## src/rtl/plantard_const_mul_stream_if.sv

```systemverilog
// Valid/ready stream bundle for the Plantard constant multiplier: coefficient in, product out, frame status.
interface plantard_const_mul_stream_if #(
  parameter int DATA_WIDTH = 14
);
  logic                  in_valid;
  logic                  in_ready;
  logic [DATA_WIDTH-1:0] in_data;
  logic                  out_valid;
  logic                  out_ready;
  logic [DATA_WIDTH-1:0] out_data;
  logic                  out_last;
  logic [7:0]            frame_cnt;
  logic                  err;

  modport master (
    output in_valid, in_data, out_ready,
    input  in_ready, out_valid, out_data, out_last, frame_cnt, err
  );

  modport slave (
    input  in_valid, in_data, out_ready,
    output in_ready, out_valid, out_data, out_last, frame_cnt, err
  );
endinterface

```

## src/rtl/plantard_const_mul_stream.sv

```systemverilog
// Streaming (a * C_MUL) mod Q via Plantard reduction; 4-cycle latency, whole pipe holds while out_valid & ~out_ready.
// Optional PLANTARD_RANGE_CHECK_EN: sticky err on an accepted in_data >= Q, whose result is forced to 0.
module plantard_const_mul_stream #(
  parameter int                    DATA_WIDTH = 14,
  parameter logic [DATA_WIDTH-1:0] Q          = 14'd12289,
  parameter logic [DATA_WIDTH-1:0] C_MUL      = 14'd10810,
  parameter int                    N_COEF     = 512
) (
  input logic                       clk,
  input logic                       rst,
  plantard_const_mul_stream_if.slave bus
);

  localparam int L  = 15;
  localparam int PW = DATA_WIDTH + L;
  localparam int SW = PW + 1;
  localparam int CW = $clog2(N_COEF);

  // Plantard constant: (-C_MUL * 2^30 mod Q) * Q^-1 mod 2^30, so the reduction's 2^-30 factor cancels out.
  function automatic logic [2*L-1:0] plantard_pc(input logic [63:0] c, input logic [63:0] q);
    logic [63:0] inv;
    logic [63:0] r30;
    logic [63:0] b;
    inv = q;
    for (int i = 0; i < 5; i++) begin
      inv = inv * (64'd2 - q * inv);
    end
    r30 = (64'd1 << (2 * L)) % q;
    b   = (c * ((q - r30) % q)) % q;
    return (2*L)'((b * inv) & ((64'd1 << (2 * L)) - 64'd1));
  endfunction

  localparam logic [2*L-1:0] PC     = plantard_pc(64'(C_MUL), 64'(Q));
  localparam logic [L-1:0]   PC_LOW = PC[L-1:0];
  localparam logic [L-1:0]   PC_UP  = PC[2*L-1:L];

  logic                  v1, v2, v3, v4;
  logic [L-1:0]          p_up_lo;
  logic [DATA_WIDTH-1:0] p_low_hi;
  logic [L-1:0]          t;
  logic [PW-1:0]         tq;
  logic [DATA_WIDTH-1:0] res;
  logic [L-1:0]          r;
  logic [CW-1:0]         cnt;
  logic [7:0]            frame_cnt;
  logic                  adv;
  logic                  acc;
  logic                  xfer;

  assign adv  = ~v4 | bus.out_ready;
  assign acc  = bus.in_valid & adv & ~rst;
  assign xfer = v4 & bus.out_ready;

  // Final stage: (t*Q + Q) >> 15 needs one bit more than the product.
  always_comb begin
    r = L'((SW'(tq) + SW'(Q)) >> L);
  end

  always_ff @(posedge clk) begin
    if (rst) begin
      v1        <= 1'b0;
      v2        <= 1'b0;
      v3        <= 1'b0;
      v4        <= 1'b0;
      p_up_lo   <= '0;
      p_low_hi  <= '0;
      t         <= '0;
      tq        <= '0;
      res       <= '0;
      cnt       <= '0;
      frame_cnt <= '0;
    end else begin
      if (xfer) begin
        if (cnt == CW'(N_COEF - 1)) begin
          cnt       <= '0;
          frame_cnt <= frame_cnt + 8'd1;
        end else begin
          cnt <= cnt + 1'b1;
        end
      end
      if (adv) begin
        // Only bits [29:15] of (up<<15)+low matter: keep up[14:0] and low[28:15]; the low half never carries.
        v1       <= acc;
        p_up_lo  <= L'(PW'(bus.in_data) * PW'(PC_UP));
        p_low_hi <= DATA_WIDTH'((PW'(bus.in_data) * PW'(PC_LOW)) >> L);
        v2       <= v1;
        t        <= p_up_lo + L'(p_low_hi);
        v3       <= v2;
        tq       <= PW'(t) * PW'(Q);
        v4       <= v3;
        res      <= (r == L'(Q)) ? '0 : DATA_WIDTH'(r);
      end
    end
  end

`ifdef PLANTARD_RANGE_CHECK_EN
  logic b1, b2, b3, b4;
  logic err;

  always_ff @(posedge clk) begin
    if (rst) begin
      b1  <= 1'b0;
      b2  <= 1'b0;
      b3  <= 1'b0;
      b4  <= 1'b0;
      err <= 1'b0;
    end else begin
      if (acc && (bus.in_data >= Q)) begin
        err <= 1'b1;
      end
      if (adv) begin
        b1 <= acc & (bus.in_data >= Q);
        b2 <= b1;
        b3 <= b2;
        b4 <= b3;
      end
    end
  end

  assign bus.out_data = b4 ? '0 : res;
  assign bus.err      = err;
`else
  assign bus.out_data = res;
  assign bus.err      = 1'b0;
`endif

  assign bus.in_ready  = adv & ~rst;
  assign bus.out_valid = v4;
  assign bus.out_last  = v4 & (cnt == CW'(N_COEF - 1));
  assign bus.frame_cnt = frame_cnt;

endmodule

```

## src/flat_wrapper.sv

```systemverilog
// flat-port wrapper written by rule: the top's interface ports become plain ports
module plantard_const_mul_stream_flat 
#(
  parameter int                    DATA_WIDTH = 14,
  parameter logic [DATA_WIDTH-1:0] Q          = 14'd12289,
  parameter logic [DATA_WIDTH-1:0] C_MUL      = 14'd10810,
  parameter int                    N_COEF     = 512
)
  (clk, rst, bus_in_valid, bus_in_data, bus_out_ready, bus_in_ready, bus_out_valid, bus_out_data, bus_out_last, bus_frame_cnt, bus_err);
  plantard_const_mul_stream_if #(.DATA_WIDTH(DATA_WIDTH)) bus_i ();
  input logic clk;
  input logic rst;
  input wire logic [$bits(bus_i.in_valid)-1:0] bus_in_valid;
  input wire logic [$bits(bus_i.in_data)-1:0] bus_in_data;
  input wire logic [$bits(bus_i.out_ready)-1:0] bus_out_ready;
  output wire logic [$bits(bus_i.in_ready)-1:0] bus_in_ready;
  output wire logic [$bits(bus_i.out_valid)-1:0] bus_out_valid;
  output wire logic [$bits(bus_i.out_data)-1:0] bus_out_data;
  output wire logic [$bits(bus_i.out_last)-1:0] bus_out_last;
  output wire logic [$bits(bus_i.frame_cnt)-1:0] bus_frame_cnt;
  output wire logic [$bits(bus_i.err)-1:0] bus_err;
  assign bus_i.in_valid = bus_in_valid;
  assign bus_i.in_data = bus_in_data;
  assign bus_i.out_ready = bus_out_ready;
  assign bus_in_ready = bus_i.in_ready;
  assign bus_out_valid = bus_i.out_valid;
  assign bus_out_data = bus_i.out_data;
  assign bus_out_last = bus_i.out_last;
  assign bus_frame_cnt = bus_i.frame_cnt;
  assign bus_err = bus_i.err;
  plantard_const_mul_stream #(.DATA_WIDTH(DATA_WIDTH), .Q(Q), .C_MUL(C_MUL), .N_COEF(N_COEF)) u_core (.clk(clk), .rst(rst), .bus(bus_i));
endmodule
```

## config.mk

```make
export PLATFORM = sky130hd
export DESIGN_NAME = plantard_const_mul_stream_flat
export DESIGN_NICKNAME = d
export VERILOG_FILES = /design/src/rtl/plantard_const_mul_stream_if.sv /design/src/rtl/plantard_const_mul_stream.sv /design/src/flat_wrapper.sv
export SDC_FILE = /design/constraint.sdc
export NUM_CORES = 1
export LEC_CHECK = 0
export CAP_MARGIN = 20
export CORE_MARGIN = 1
export CORE_UTILIZATION = 55
export DETAILED_ROUTE_END_ITERATION = 8
export PLACE_DENSITY = 0.74
export SETUP_SLACK_MARGIN = 0.05
export SYNTH_ARGS = -nofsm -noshare
export SYNTH_HDL_FRONTEND = slang
export SYNTH_SLANG_ARGS = --single-unit
```

## constraint.sdc

```tcl
create_clock -name clk -period 7.8 [get_ports clk]
set_input_delay 0.78 -clock clk [delete_from_list [all_inputs] [get_ports clk]]
set_output_delay 0.78 -clock clk [all_outputs]
set_load 0.05 [all_outputs]
```

==> results of run 1 <==
power breakdown:
part / switching, mW / internal, mW / total [mW] / leakage, nW
logic: 0.950 / 0.791 / 1.74 / 4.30
registers: 0.116 / 0.660 / 0.776 / 0.854
clock network: 0.217 / 0.266 / 0.482 / 0.158
total: 1.28 / 1.72 / 3.00 / 5.32
sequential cells by signal, indices dropped and copies added (netlist names), 8 cells and up:
signal / flops
u_core.p_low_hi: 13
u_core.p_up_lo: 12
u_core.bus.out_data: 14
u_core.bus.frame_cnt: 8
u_core.tq: 29
u_core.t: 15
u_core.cnt: 9
stage by stage:
stage          setup WS [ns]  power, mW  utilization (%)  area (sq um)  hold WS [ns]
6_report                1.88       3.00             62.4         10400         0.453
5_1_grt                 1.57       3.31             62.4         10400         0.469
4_1_cts                 1.87       3.03             62.4         10400         0.455
3_5_place_dp            1.49       2.52             60.5         10100         0.445
3_3_place_gp            1.57       2.49             60.5         10100         0.438
2_1_floorplan           2.44       2.09                -          9500         0.426
cells in the mapped netlist (all sizes together) (2+ instances only):
cell type / count / area (sq um)
a211o: 2 / 17.5
a211oi: 22 / 165
a21o: 16 / 120
a21oi: 85 / 425
a221oi: 2 / 17.5
a22o: 11 / 96.3
a311o: 2 / 20.0
a31oi: 3 / 33.8
a32o: 3 / 30.0
and2: 6 / 40.0
and3: 5 / 31.3
and4: 2 / 20.0
buf: 6 / 26.3
clkbuf: 27 / 101
dfxtp: 104 / 2080
fa: 39 / 781
ha: 251 / 3140
inv: 99 / 372
nand2: 138 / 518
nand2b: 3 / 21.3
nand3: 17 / 85.1
nand4: 13 / 81.3
nor2: 46 / 173
nor2b: 6 / 37.5
nor3: 6 / 30.0
nor4b: 2 / 32.5
o21a: 4 / 30.0
o21ai: 16 / 80.1
o21bai: 2 / 15.0
o31ai: 2 / 20.0
o41ai: 2 / 17.5
or2: 3 / 18.8
or3: 7 / 43.8
xnor2: 44 / 385
xor2: 35 / 307
routing by layer:
layer / global-route usage, % / vias up
met5: 0 / -
met4: 6.94 / 0
met3: 4.00 / 19
met2: 36.2 / 102
met1: 29.2 / 3300
li1: - / 3645
worst max path at each step:
stage          depth (start not counted)                  to            from  slack (ns)
2_1_floorplan                         19  u_core.p_low_hi[9]  bus_in_data[2]        2.44
3_3_place_gp                          20  u_core.p_low_hi[9]  bus_in_data[4]        1.57
3_5_place_dp                          20  u_core.p_low_hi[9]  bus_in_data[6]        1.49
4_1_cts                               20  u_core.p_low_hi[9]  bus_in_data[2]        1.87
5_1_grt                               20  u_core.p_low_hi[9]  bus_in_data[2]        1.57
6_report                              20  u_core.p_low_hi[9]  bus_in_data[6]        1.88
area by class of cell:
class | count | share of cell area [%]
inverter | 99 | 3.56
tap | 220 | 2.64
multi-input combinational | 805 | 66.5
clock inverter | 6 | 0.804
timing repair buffer | 46 | 4.27
clock buffer | 10 | 2.29
sequential | 104 | 20.0
kinds of logic after synthesis:
group	Yosys count
fa+ha+maj	290
simple gates	258
compound gates	177
buf+inv	132
flops	104
xor+xnor	79
other cells	1
worst max-delay path: stages:
cell	delay, ns
clkdlybuf4s50_1	0.60
ha_1	0.41
inv_1	0.07
fa_1	0.50
inv_1	0.04
ha_1	0.27
inv_1	0.05
fa_1	0.53
inv_1	0.06
fa_1	0.47
ha_1	0.31
ha_1	0.36
and4_4	0.21
and2_4	0.16
a22o_1	0.22
a31oi_4	0.20
o31ai_2	0.16
o21a_1	0.21
or3_1	0.30
a32o_1	0.24
==> flow_summary.yaml, run 1 <==
cells_and_area:
  regArea_sq_um: 2080
  antenna_cells: 0
  drive_gt1_share_pct: 3.27
  multiInputGateArea_sq_um: 6930
  most-common-layout-cells: "ha_1, nand2_1, dfxtp_1"
  fill_cells: 1444
  nets: 1373
  final_common_cell: "ha_1"
  fin_cells: 1290
  syn2layout_area_growth_pct: 9.75
clock_tree:
  htree_levels: 3
  cts-root-buf: "clkbuf_16"
  insertion_delay_ns: 0.35
  cts_tree: "done"
  ctsResizeCount: 0
  postCtsHoldBufs: 0
  clkSinkCount: 104
  cts_buffers: 9
  clkTransAtPathRegs_ns: 0.08
  post-cts-setup-buffer-count: 0
  clockBufferDepth: 2
grt:
  grt_overflow_total: 0
  grt_start_max_net_pins: 88
  track_usage_pct: 22.0
  antenna_found_initial: 0
  grt_pass1_vias: 6801
  grt_pass1_wl_um: 31600
route:
  highest_layer: "met4"
  route.antenna.remaining_nets: 0
  drcViolationCount: 0
  wl_met2_um: 8580
  drtIter0Drc: 246
  vias: 7066
  first_pass_iters: 4
  wl_um: 18400
  wire_per_inst_um: 14.3
  via_per_inst: 5.48
  met3_length_um: 598
  wl_met1_um: 8930
synth:
  synth-main-ff-cell: "dfxtp_1"
  synth_seq_cells: 104
  synthCells: 1041
  synth_adder_area_share_pct: 41.3
  synth_top_family_by_area: "adder cells"
  synth_xor_area_share_pct: 7.28
  ys_seq_area_share_pct: 21.9
  syn_nets: 1349
  synth_compound_area_share_pct: 12.0
  synthArstFlopShare_pct: 0
  syn_area_sq_um: 9500
  synthMuxAreaShare_pct: 0
  ys_types: 52
  syn_area_per_cell_sq_um: 9.12
  synthSimpleGateAreaFrac_pct: 12.3
  synth_edf_count: 0
  synth_warnings: 0
critical_path:
  rrSetupSlack_ns: 3.63
  r2r-end: "u_core.tq[27]"
  cp.required_ns: 8.05
  critPathCaptureType: "flip-flop"
  criticalPathCategory: "in -> reg"
  cp-start-kind: "primary input"
  cp_data_arrival_time_ns: 6.17
  path_max_fanout: 7
  r2r_cells: 15
  r2r-start: "u_core.t[6]"
place:
  routabilityCongestion: 0.865
  dp_cells: 1274
  hpwl_um: 14800
  port_buffers: 42
pwr:
  ir_drop_mv: 0.203
  power_density_nw_per_um2: 288
  p_leak_nw: 5.32
floorplanning:
  die_area_sq_um: 17800
  initial_core_util_pct: 56.9
  die_height_um: 133
  fp-row-count: 47
  io_pins: 44
  die_w_um: 133
  fp.coreArea_sq_um: 16700
sta:
  hold_viol_final: 0
  fin_crit_ns: 5.92
  relSlewSlack_pct: 30.9
  max_freq_ghz: 0.169
  finalSetupViolCount: 0
  post-route-period-util_pct: 75.9
  worst_pin_slew_ns: 1.03
  fin_skew_ns: 0.00944
  setup_tns_ns: 0
  slew_violations: 0
  rsz0062_at_grt: "no"
outcome:
  outcome: "finished clean"
min_path:
  hold_start: "u_core.v3"
  whs_endpoint: "u_core.v3"
  min_path_cells: 2
  worstHoldPathType: "reg -> reg"
flow_run:
  maxCapViolCount: 0
(Power assumes the default switching activity.)
==> run 2, diff against run 1 <==
--- a/config.mk
+++ b/config.mk
@@ -9,7 +9,7 @@
 export CORE_MARGIN = 1
 export CORE_UTILIZATION = 55
 export DETAILED_ROUTE_END_ITERATION = 8
-export PLACE_DENSITY = 0.74
+export PLACE_DENSITY = 0.77
 export SETUP_SLACK_MARGIN = 0.05
 export SYNTH_ARGS = -nofsm -noshare
 export SYNTH_HDL_FRONTEND = slang
==> constraint.sdc (replaced) <==
create_clock -name clk -period 5.05 [get_ports clk]
set_input_delay 0.505 -clock clk [delete_from_list [all_inputs] [get_ports clk]]
set_output_delay 0.505 -clock clk [all_outputs]
set_load 0.05 [all_outputs]
==> run 2 against run 1 <==
Against the previous run: first-iteration DRC count grew 16%; core utilization grew 4.9 points; routed wire length grew 13%; worst setup slack lost 1.7 ns; critical endpoint is now u_core.p_low_hi[11]; critical path depth is the same; global-route usage grew 1.8 points; via count grew 5.4%; sequential share of layout area shrank 1.5 points; largest power group unchanged; die area is the same; clock skew grew 0.0012 ns.
==> flow_summary.yaml, run 2 (synthesized netlist as in run 1, its figures left out) <==
grt:
  track_usage_pct: 23.8
  antenna_found_initial: 0
  grt_pass1_vias: 7296
  grt_overflow_total: 0
  grt_start_max_net_pins: 87
  grt_pass1_wl_um: 34000
floorplanning:
  die_area_sq_um: 17800
  fp.coreArea_sq_um: 16700
  die_w_um: 133
  fp-row-count: 47
  io_pins: 44
  die_height_um: 133
  initial_core_util_pct: 56.9
sta:
  timing.final.ws_setup_ns: 0.146
  fin_skew_ns: 0.0106
  max_freq_ghz: 0.204
  fin_hold_ws_ns: 0.450
  post-route-period-util_pct: 97.1
  fin_crit_ns: 4.90
  finalSetupViolCount: 0
  relSlewSlack_pct: 30.7
  worst_pin_slew_ns: 1.04
  slew_violations: 0
  hold_viol_final: 0
place:
  port_buffers: 42
  placed_cell_area_sq_um: 10600
  place_ws_ns: -0.631
  routabilityCongestion: 0.904
  hpwl_um: 15400
critical_path:
  r2r_cells: 15
  cp-start-kind: "primary input"
  critPathCaptureType: "flip-flop"
  criticalPathCategory: "in -> reg"
  path_max_fanout: 3
  cp.required_ns: 5.30
  cp_data_arrival_time_ns: 5.15
outcome:
  outcome: "finished clean"
pwr:
  ir_drop_mv: 0.254
  power_density_nw_per_um2: 466
  finalPower_mw: 5.24
  p_leak_nw: 5.66
cells_and_area:
  drive_gt1_share_pct: 12.7
  regMostFlops: "u_core.tq"
  final_util_pct: 67.3
  nets: 1437
  syn2layout_area_growth_pct: 18.4
  most-common-layout-cells: "ha_1, nand2_1, dfxtp_1"
  antenna_cells: 0
  final_cell_area_sq_um: 11200
  largest_register_ff_count: 29
  final_common_cell: "ha_1"
route:
  wire_per_inst_um: 15.3
  first_pass_iters: 5
  route.antenna.remaining_nets: 0
  wl_um: 20700
  drtIter0Drc: 285
  vias: 7447
  drcViolationCount: 0
  via_per_inst: 5.50
clock_tree:
  insertion_delay_ns: 0.36
  postCtsHoldBufs: 0
  clkTransAtPathRegs_ns: 0.07
  clockBufferDepth: 2
  clkSinkCount: 104
  cts-root-buf: "clkbuf_16"
  cts_tree: "done"
  htree_levels: 3
  cts_buffers: 9
min_path:
  worstHoldPathType: "reg -> reg"
  min_path_cells: 2
flow_run:
  maxCapViolCount: 0
-- run 2: metal layers --
layer / global-route usage [%] / part of all wire (%)
met2: 41.8 / 49
met5: 0 / 0
met1: 30.4 / 45
met4: 6.19 / 1.8
met3: 3.77 / 3.6
-- run 2: layout make-up --
| cell class | count | area (sq um) |
|---|---|---|
| Tap cell | 220 | 275 |
| Multi-Input combinational cell | 805 | 7270 |
| Clock buffer | 11 | 253 |
| Timing Repair Buffer | 110 | 903 |
| Fill cell | 1259 | 5460 |
| Inverter | 99 | 372 |
| Sequential cell | 104 | 2080 |
| Clock inverter | 5 | 86.3 |
-- run 2: path summary, 6_finish.rpt --
check                       start                  end  slack [ns]
setup reg to reg      u_core.t[7]        u_core.tq[27]        0.83
hold / removal       u_core.tq[4]         u_core.tq[4]        0.45
hold reg to reg      u_core.tq[4]         u_core.tq[4]        0.45
setup / recovery  bus_in_data[12]  u_core.p_low_hi[11]        0.15
-- run 2: stage by stage --
step	std cells	setup TNS, ns
floorplan	1041	0
global placement	1331	-5.13
detailed placement	1331	-6.20
CTS	1350	0
global route	1354	-0.0264
finish	1354	0
-- run 2: worst max-delay path, cell delays in order --
cell	delay, ns
clkdlybuf4s50_1	0.52
ha_4	0.22
ha_4	0.21
ha_1	0.31
inv_1	0.06
fa_1	0.50
inv_1	0.07
fa_1	0.60
ha_4	0.23
ha_4	0.24
and4_4	0.19
and2_4	0.15
a22o_1	0.22
a31oi_4	0.19
o31ai_4	0.10
buf_4	0.14
buf_4	0.14
a221oi_4	0.25
xnor2_1	0.11
a22o_1	0.18
-- run 2: where the power goes --
part | switching [mW] | internal (mW) | leakage, nW
registers | 0.177 | 1.02 | 0.854
clock network | 0.316 | 0.465 | 0.166
logic | 1.68 | 1.59 | 4.64
-- run 2: timing repair --
action                                  4_1_cts  5_1_grt
buffers inserted                              3        4
gates resized for setup                      36       39
pin swaps                                    14       15
endpoints found under the setup margin       12       11
==> run 3, diff against run 2 <==
--- a/config.mk
+++ b/config.mk
@@ -7,9 +7,9 @@
 export LEC_CHECK = 0
 export CAP_MARGIN = 20
 export CORE_MARGIN = 1
-export CORE_UTILIZATION = 55
+export CORE_UTILIZATION = 54
 export DETAILED_ROUTE_END_ITERATION = 8
-export PLACE_DENSITY = 0.77
+export PLACE_DENSITY = 0.75
 export SETUP_SLACK_MARGIN = 0.05
 export SYNTH_ARGS = -nofsm -noshare
 export SYNTH_HDL_FRONTEND = slang
==> constraint.sdc (replaced) <==
create_clock -name clk -period 5.05 [get_ports clk]
set_input_delay 0.505 -clock clk [delete_from_list [all_inputs] [get_ports clk]]
set_output_delay 0.505 -clock clk [all_outputs]
set_load 0.02 [all_outputs]
==> run 3 against run 2 <==
Against the previous run: hold slack improved by 0.0053 ns; register-to-register slack improved by 0.02 ns; highest routed layer unchanged; via count decreased by 0.42%.
==> flow_summary.yaml, run 3 (synthesized netlist as in run 1, its figures left out) <==
outcome:
  outcome: "finished clean"
place:
  port_buffers: 42
  dp_cells: 1338
  place_ws_ns: -0.641
  routabilityCongestion: 0.900
  hpwl_um: 15900
critical_path:
  crit_chain: "dlygate4sd2_1 > buf_6 > ha_1 > ha_1 > ha_1 > inv_1 > fa_1 > inv_1 > fa_1 > ha_1 > ha_4 > and4_4 > and2_4 > a22o_1 > a31oi_4 > o31ai_4 > o21a_1 > or3_1 > a32o_1"
  cp.required_ns: 5.30
  rrSetupSlack_ns: 0.85
  r2r-end: "u_core.tq[27]"
  cp_common_cell: "ha_1"
  max_stage_delay_ns: 0.49
  r2r_cells: 15
  cp_slowest_cell: "fa_1"
  path_max_fanout: 4
  crit_family: "adder cells"
  r2r-start: "u_core.t[6]"
  crit_end: "u_core.p_low_hi[9]"
  path_buf_inv: 4
  criticalPathCategory: "in -> reg"
  cp-start-kind: "primary input"
  critPathCaptureType: "flip-flop"
  cp-startpoint: "bus_in_data[11]"
  cp.depth: 19
  cp_data_arrival_time_ns: 5.11
pwr:
  ir_drop_mv: 0.246
  p_leak_nw: 5.67
  power_density_nw_per_um2: 448
sta:
  post-route-period-util_pct: 96.3
  max_freq_ghz: 0.206
  hold_viol_final: 0
  rsz0062_at_grt: "no"
  fin_crit_ns: 4.86
  slew_violations: 0
  relSlewSlack_pct: 39.1
  fin_skew_ns: 0.00694
  timing.final.ws_setup_ns: 0.187
  worst_pin_slew_ns: 0.913
  setup_tns_ns: 0
  finalSetupViolCount: 0
floorplanning:
  die_w_um: 135
  initial_core_util_pct: 55.1
  io_pins: 44
  fp.coreArea_sq_um: 17200
  die_area_sq_um: 18100
  fp-row-count: 48
  die_height_um: 135
min_path:
  min_path_cells: 2
  worstHoldPathType: "reg -> reg"
clock_tree:
  clkSinkCount: 104
  insertion_delay_ns: 0.35
  clockBufferDepth: 2
  cts_tree: "done"
  cts-root-buf: "clkbuf_16"
  htree_levels: 3
  postCtsHoldBufs: 0
  cts_buffers: 9
  clkTransAtPathRegs_ns: 0.07
route:
  first_pass_iters: 4
  drcViolationCount: 0
  route.antenna.remaining_nets: 0
  via_per_inst: 5.46
  wire_per_inst_um: 15.0
  vias: 7416
  drtIter0Drc: 321
  wl_um: 20300
cells_and_area:
  largest_register_ff_count: 29
  drive_gt1_share_pct: 11.2
  syn2layout_area_growth_pct: 17.2
  fin_cells: 1358
  final_common_cell: "ha_1"
  antenna_cells: 0
  nets: 1436
  most-common-layout-cells: "ha_1, nand2_1, dfxtp_1"
  regMostFlops: "u_core.tq"
  final_util_pct: 64.6
grt:
  grt_pass1_wl_um: 34100
  grt_pass1_vias: 7308
  track_usage_pct: 23.4
  grt_overflow_total: 0
  antenna_found_initial: 0
  grt_start_max_net_pins: 88
flow_run:
  maxCapViolCount: 0
==> run 3: worst min path at each step <==
| stage | startpoint | slack [ns] | endpoint |
|---|---|---|---|
| 5_1_grt | u_core.bus.out_data[0] | 0.47 | u_core.bus.out_data[0] |
| 2_1_floorplan | u_core.p_low_hi[8] | 0.43 | u_core.p_low_hi[8] |
| 4_1_cts | u_core.tq[3] | 0.46 | u_core.tq[3] |
| 6_report | u_core.v2 | 0.46 | u_core.v2 |
| 3_3_place_gp | u_core.tq[7] | 0.44 | u_core.tq[7] |
| 3_5_place_dp | u_core.tq[3] | 0.45 | u_core.tq[3] |
==> run 3: area by class of cell <==
cell class                      instances  area, sq um
Clock buffer                           11          233
Clock inverter                          5         65.1
Fill cell                            1371         6100
Inverter                               99          372
Multi-Input combinational cell        805         7180
Sequential cell                       104         2080
Tap cell                              225          282
Timing Repair Buffer                  109          922
==> run 3: metal layers <==
metal  wire length, um  up-vias  track usage [%]
met2              9710      106             40.1
met1              9720     3512             31.0
met5                 0        -                0
met3               543       25             2.59
met4               363        0             6.99
li1                  -     3773                -
==> run 3: worst register-to-register path: stages, from the launching register on <==
cell	delay (ns)
dfxtp_1	0.35
ha_1	0.30
ha_1	0.30
ha_1	0.30
ha_1	0.30
ha_1	0.30
ha_1	0.30
ha_1	0.33
nand4_1	0.14
o21bai_1	0.11
a221o_1	0.34
a311o_1	0.36
a21o_1	0.19
a21oi_1	0.18
xnor2_1	0.11
a22o_1	0.19
==> run 3: timing repair <==
item / in CTS / in global routing
gates resized for setup: 19 / 31
gates cloned: 0 / 0
buffers inserted: 3 / 1
setup endpoints to repair: 12 / 12
pin swaps: 10 / 9
==> run 3: power by group <==
part | leakage [nW] | internal [mW] | switching (mW) | total, mW
clock | 0.138 | 0.390 | 0.320 | 0.710
combinational | 4.67 | 1.51 | 1.56 | 3.07
sequential | 0.854 | 1.02 | 0.183 | 1.20
==> run 3: per-stage QoR <==
stage               power, mW  hold WS [ns]  cell area [sq um]
finish                   4.99         0.455              11100
global route             5.47         0.466              11100
CTS                      4.95         0.457              11000
detailed placement       4.10         0.447              10600
global placement         4.03         0.440              10600
floorplan                3.25         0.426               9550
